$ cat src/rtl/bin_div_if.sv
// bin_div_if: start/busy/done handshake and operand/result bus for the restoring divider.
interface bin_div_if #(parameter int WIDTH = 32);
    logic               start;
    logic [2*WIDTH-1:0] N;
    logic [WIDTH-1:0]   D;
    logic [WIDTH-1:0]   Q;
    logic [WIDTH-1:0]   R;
    logic               busy;
    logic               done;
    logic               div_by_zero;
    logic               overflow;

    modport master (output start, N, D, input Q, R, busy, done, div_by_zero, overflow);
    modport slave  (input start, N, D, output Q, R, busy, done, div_by_zero, overflow);
endinterface

$ cat src/rtl/bin_div.sv
// bin_div: radix-2 restoring divider, 2*WIDTH-bit dividend by WIDTH-bit divisor, one quotient bit per clock.
module bin_div #(
    parameter int WIDTH = 32
) (
    input logic       CLK,
    input logic       rst_n,
    bin_div_if.slave  bus
);
    localparam int CW = $clog2(WIDTH) + 1;

    typedef enum logic [1:0] {IDLE, RUN, ERR, DONE} state_t;

    state_t           state_q;
    logic [WIDTH-1:0] rem_q, quo_q, d_q, q_q, r_q;
    logic [WIDTH-1:0] rem_d, quo_d;
    logic [CW-1:0]    cnt_q;
    logic             busy_q, done_q, dz_q, ov_q;
    logic [WIDTH:0]   t;
    logic             ge, accept, bad;

    // rem < D holds throughout RUN, so a WIDTH+1-bit compare never loses a quotient bit
    always_comb begin
        t      = {rem_q, quo_q[WIDTH-1]};
        ge     = t >= {1'b0, d_q};
        rem_d  = ge ? WIDTH'(t - {1'b0, d_q}) : t[WIDTH-1:0];
        quo_d  = (quo_q << 1) | WIDTH'(ge);
        accept = bus.start && (state_q == IDLE || state_q == DONE);
        bad    = bus.N[2*WIDTH-1:WIDTH] >= bus.D;
    end

    always_ff @(posedge CLK or negedge rst_n) begin
        if (!rst_n) begin
            state_q <= IDLE;
            rem_q   <= '0;
            quo_q   <= '0;
            d_q     <= '0;
            cnt_q   <= '0;
            q_q     <= '0;
            r_q     <= '0;
            busy_q  <= 1'b0;
            done_q  <= 1'b0;
            dz_q    <= 1'b0;
            ov_q    <= 1'b0;
        end else begin
            done_q <= 1'b0;
            if (accept) begin
                d_q     <= bus.D;
                rem_q   <= bus.N[2*WIDTH-1:WIDTH];
                quo_q   <= bus.N[WIDTH-1:0];
                cnt_q   <= '0;
                state_q <= bad ? ERR : RUN;
                busy_q  <= !bad;
            end else if (state_q == RUN) begin
                rem_q <= rem_d;
                quo_q <= quo_d;
                cnt_q <= cnt_q + 1'b1;
                if (cnt_q == CW'(WIDTH - 1)) begin
                    state_q <= DONE;
                    busy_q  <= 1'b0;
                    done_q  <= 1'b1;
                    q_q     <= quo_d;
                    r_q     <= rem_d;
                    dz_q    <= 1'b0;
                    ov_q    <= 1'b0;
                end
            end else if (state_q == ERR) begin
                // quo_q still holds the low dividend half, which is the error-case remainder
                state_q <= DONE;
                done_q  <= 1'b1;
                q_q     <= '1;
                r_q     <= quo_q;
                dz_q    <= d_q == '0;
                ov_q    <= d_q != '0;
            end else if (state_q == DONE) begin
                state_q <= IDLE;
            end
        end
    end

    assign bus.Q           = q_q;
    assign bus.R           = r_q;
    assign bus.busy        = busy_q;
    assign bus.done        = done_q;
    assign bus.div_by_zero = dz_q;
    assign bus.overflow    = ov_q;
endmodule

$ cat src/flat_wrapper.sv
// flat-port wrapper written by rule: the top's interface ports become plain ports
module bin_div_flat 
#(
    parameter int WIDTH = 32
)
  (CLK, rst_n, bus_start, bus_N, bus_D, bus_Q, bus_R, bus_busy, bus_done, bus_div_by_zero, bus_overflow);
  bin_div_if #(.WIDTH(WIDTH)) bus_i ();
  input logic CLK;
  input logic rst_n;
  input wire logic [$bits(bus_i.start)-1:0] bus_start;
  input wire logic [$bits(bus_i.N)-1:0] bus_N;
  input wire logic [$bits(bus_i.D)-1:0] bus_D;
  output wire logic [$bits(bus_i.Q)-1:0] bus_Q;
  output wire logic [$bits(bus_i.R)-1:0] bus_R;
  output wire logic [$bits(bus_i.busy)-1:0] bus_busy;
  output wire logic [$bits(bus_i.done)-1:0] bus_done;
  output wire logic [$bits(bus_i.div_by_zero)-1:0] bus_div_by_zero;
  output wire logic [$bits(bus_i.overflow)-1:0] bus_overflow;
  assign bus_i.start = bus_start;
  assign bus_i.N = bus_N;
  assign bus_i.D = bus_D;
  assign bus_Q = bus_i.Q;
  assign bus_R = bus_i.R;
  assign bus_busy = bus_i.busy;
  assign bus_done = bus_i.done;
  assign bus_div_by_zero = bus_i.div_by_zero;
  assign bus_overflow = bus_i.overflow;
  bin_div #(.WIDTH(WIDTH)) u_core (.CLK(CLK), .rst_n(rst_n), .bus(bus_i));
endmodule
$ cat config.mk
export PLATFORM = sky130hd
export DESIGN_NAME = bin_div_flat
export DESIGN_NICKNAME = d
export VERILOG_FILES = /design/src/rtl/bin_div_if.sv /design/src/rtl/bin_div.sv /design/src/flat_wrapper.sv
export SDC_FILE = /design/constraint.sdc
export NUM_CORES = 1
export LEC_CHECK = 0
export CAP_MARGIN = 25
export CORE_UTILIZATION = 43
export DETAILED_ROUTE_END_ITERATION = 7
export GPL_TIMING_DRIVEN = 0
export PLACE_DENSITY = 0.67
export SLEW_MARGIN = 20
export SYNTH_ARGS = -nofsm -noshare
export SYNTH_HDL_FRONTEND = slang
export SYNTH_SLANG_ARGS = --single-unit
$ cat constraint.sdc
create_clock -name CLK -period 3.7 [get_ports CLK]
set_clock_uncertainty 0.2 [all_clocks]
set_input_delay 0.74 -clock CLK [delete_from_list [all_inputs] [get_ports CLK]]
set_output_delay 0.74 -clock CLK [all_outputs]
set_load 0.05 [all_outputs]
==> reports/qor.csv <==
metric;value;unit
status;completed;
CTS tree;done;
vias in the first global route;9569;
worst-path fanout max;3;
Synth Area in Simple Gates;16.14;%
initial core utilization;44.41;%
CTS root buf;clkbuf_16;
WL per Instance;19.90;µm
htree depth;4;
EDFF count, synth;0;
Nets;1546;
ANT cells;0;
Hold WS;0.1310;ns
Worst R2R Setup Slack;0.23;ns
post-placement cell area;0.01226;mm²
Synth Net Count;1359;
share of layout cells above drive strength 1;4.889;%
relative slew slack;41.60;%
Layout area overhead;26.65;%
Crit. Startpoint;bus_N[32];
largest family of logic cells by synthesized area;compound AO/OA/AOI/OAI gates;
Mapped Cells;1191;
IO Count;167;
Avg Cell Area, Syn;8.545;µm²
Final Critical Period;3.509;ns
Num CTS Buffers;17;
multiplexer share of the synthesized area;3.246;%
unrepaired setup endpoints after global routing;no;
final std cell area, no fill;0.01289;mm²
antenna violations before repair;0;
core area;0.02292;mm²
Die X;155.8;µm
gr busiest metal;met2;
Total GRT Usage;28.80;%
Slew Limit Fails;0;
DR DRC count;0;
CP Capture Type;flip-flop;
Worst-path clk slew;0.07;ns
Fin. Hold Viols;0;
Detailed Place HPWL;26150;µm
Non-Filler Instances;1704;
Post-Synth Adder-Cell Area;8.557;%
synth warn;0;
period utilisation layout;94.83;%
share of the core filled with cells;56.25;%
router iterations before antenna repair;7;
Slew @ Worst Pin;0.8760;ns
DRT Wirelength;33910;µm
M2 GR Usage;46.66;%
die area;0.02429;mm²
CTS Hold Bufs;0;
I/O Buffers;166;
total of max-cap violations;0;
GRT Residual Overflow;0;
die height;155.8;µm
distinct cell type count after synthesis;58;
#FFs+latches synth;172;
Compound-Gate Fraction of Synth Area;21.55;%
DR vias;9609;
Sink Count;172;
Async SR Flop Fraction;100.0;%
clk_lat worst skew;0.44;ns
largest net degree at the start of global routing;94;
critical path arrival;3.64;ns
critical path type;in -> reg;
Max Root-Sink Buffers;2;
sequential area share after synthesis;42.29;%
fmax;285.0;MHz
Rows;55;
Mapped Area;0.01018;mm²
via/cell ratio;5.639;
Synth Area in XOR/XNOR;2.410;%
met3 usage;4.972;%
Final Setup Violations;0;
first-pass GRT wire length;52960;µm
RePlAce Congestion;0.9327;
Placed Instances;1671;
min-delay worst type;in -> async;
initial DRC count;709;
met1 global-route usage;38.78;%
Reg-to-Reg Start;u_core.quo_q[31]$_DFFE_PN0N_;
CP Launch Type;input port;
top_reg_cell synth;dfrtp_1;
WP data required;3.83;ns
post-route ant nets;0;
==> state kept, by name, indices dropped and copies added (netlist names) <==
| signal | cells |
|---|---|
| u_core.bus.done | 1 |
| u_core.rem_q | 32 |
| u_core.bus.div_by_zero | 1 |
| u_core.cnt_q | 6 |
| u_core.state_q | 2 |
| u_core.d_q | 32 |
| u_core.bus.overflow | 1 |
| u_core.bus.busy | 1 |
| u_core.quo_q | 32 |
| u_core.bus.Q | 32 |
| u_core.bus.R | 32 |
==> through the flow <==
stage	worst slack, ns	TNS (ns)
3_5_place_dp	-0.1963	-0.4653
2_1_floorplan	0.7429	0
4_1_cts	0.03697	0
6_report	0.1914	0
5_1_grt	0.04366	0
3_3_place_gp	-5.597	-959.03
==> layer usage <==
metal	share of wire, %	routed length [µm]
met1	44	14960
met4	3.0	1022
met2	46	15740
met5	0	0
met3	6.5	2191
==> layout make-up <==
type / instances / area [µm²]
fillers: 2139 / 10030
multi-input cells: 870 / 5310
flip-flops and latches: 172 / 4304
repair buffers: 168 / 1702
clock buffers: 18 / 429.2
well taps: 313 / 391.6
inverters: 79 / 296.5
plain buffers: 70 / 294.0
clock inverters: 14 / 162.7
==> critical path, stage by stage <==
cell and delay (ns):
clkdlybuf4s50_1 0.45, inv_1 0.08, ha_1 0.28, nand2b_1 0.12, a21o_1 0.13, a21o_1 0.12, a21oi_1 0.13, o21ai_0 0.25
nand4_1 0.17, a311oi_1 0.58, o21a_1 0.32, o311ai_1 0.12, o21a_1 0.14
==> synthesized netlist by cell type (all sizes together) (2+ instances only) <==
cell    count  area share [%]
o31ai      35             2.7
o211ai      6            0.44
dfrtp     172              42
and2        3            0.18
inv        79             2.9
nand2b      7            0.43
clkbuf     52             1.9
a211oi     17             1.3
o211a       2            0.20
or3         3            0.18
or2         2            0.12
nor2       93             3.5
o21ai     161             8.0
a221o       2            0.20
nand4      20             1.2
o311a       3            0.30
nand3       8            0.39
a221oi      2            0.30
a31oi      18             1.1
a311oi      2            0.17
a21oi      53             2.6
nor4       10            0.61
ha         68             8.4
nor2b       8            0.57
xnor2      18             1.5
buf        18            0.97
nand2     211             7.8
a41oi       2            0.17
o21a       13            0.96
xor2       10            0.86
o21bai      5            0.37
mux2i      33             3.2
a21o       23             1.7
a211o       3            0.26
and3        5            0.31
nor3       13            0.64
==> path summary, 6_finish.rpt <==
check | cells past startpoint | end
min reg2reg | 2 | u_core.bus.Q[18]$_DFFE_PN0P_
max reg2reg | 13 | u_core.rem_q[20]$_DFFE_PN0N_
max in group asynchronous | 2 | u_core.rem_q[6]$_DFFE_PN0N_
max | 13 | u_core.state_q[0]$_DFFE_PN0P_
min in group CLK | 2 | u_core.bus.Q[18]$_DFFE_PN0P_
min | 1 | u_core.d_q[23]$_DFFE_PN0P_
==> timing repair <==
| action | in CTS | in global routing |
|---|---|---|
| resized for setup | 1 | 5 |
| pin swaps | 0 | 1 |
| setup endpoints to repair | 1 | 13 |
| setup buffers | 0 | 1 |
| hold endpoints to repair | 0 | 0 |
==> cells in the final DEF (no fill, tap or decap), drive strengths merged, types with 20 or more instances in the layout <==
| master | instances |
|---|---|
| nand2 | 211 |
| dfrtp | 172 |
| clkdlybuf4s50 | 165 |
| o21ai | 161 |
| nor2 | 93 |
| inv | 83 |
| clkbuf | 70 |
| ha | 68 |
| a21oi | 53 |
| o31ai | 35 |
| mux2i | 33 |
| a21o | 23 |
| buf | 21 |
| nand4 | 20 |
==> logic make-up after synthesis <==
logic type | count (synthesis)
AOI/OAI and AO/OA | 355
xor gates and xnor gates | 28
muxes | 33
adders and majority gates | 69
DFF | 172
buffers and inverters | 149
and+or+nand+nor | 385
Power is not shown: default switching activity piles up to over one toggle a cycle in this logic, so the estimate is an artifact.
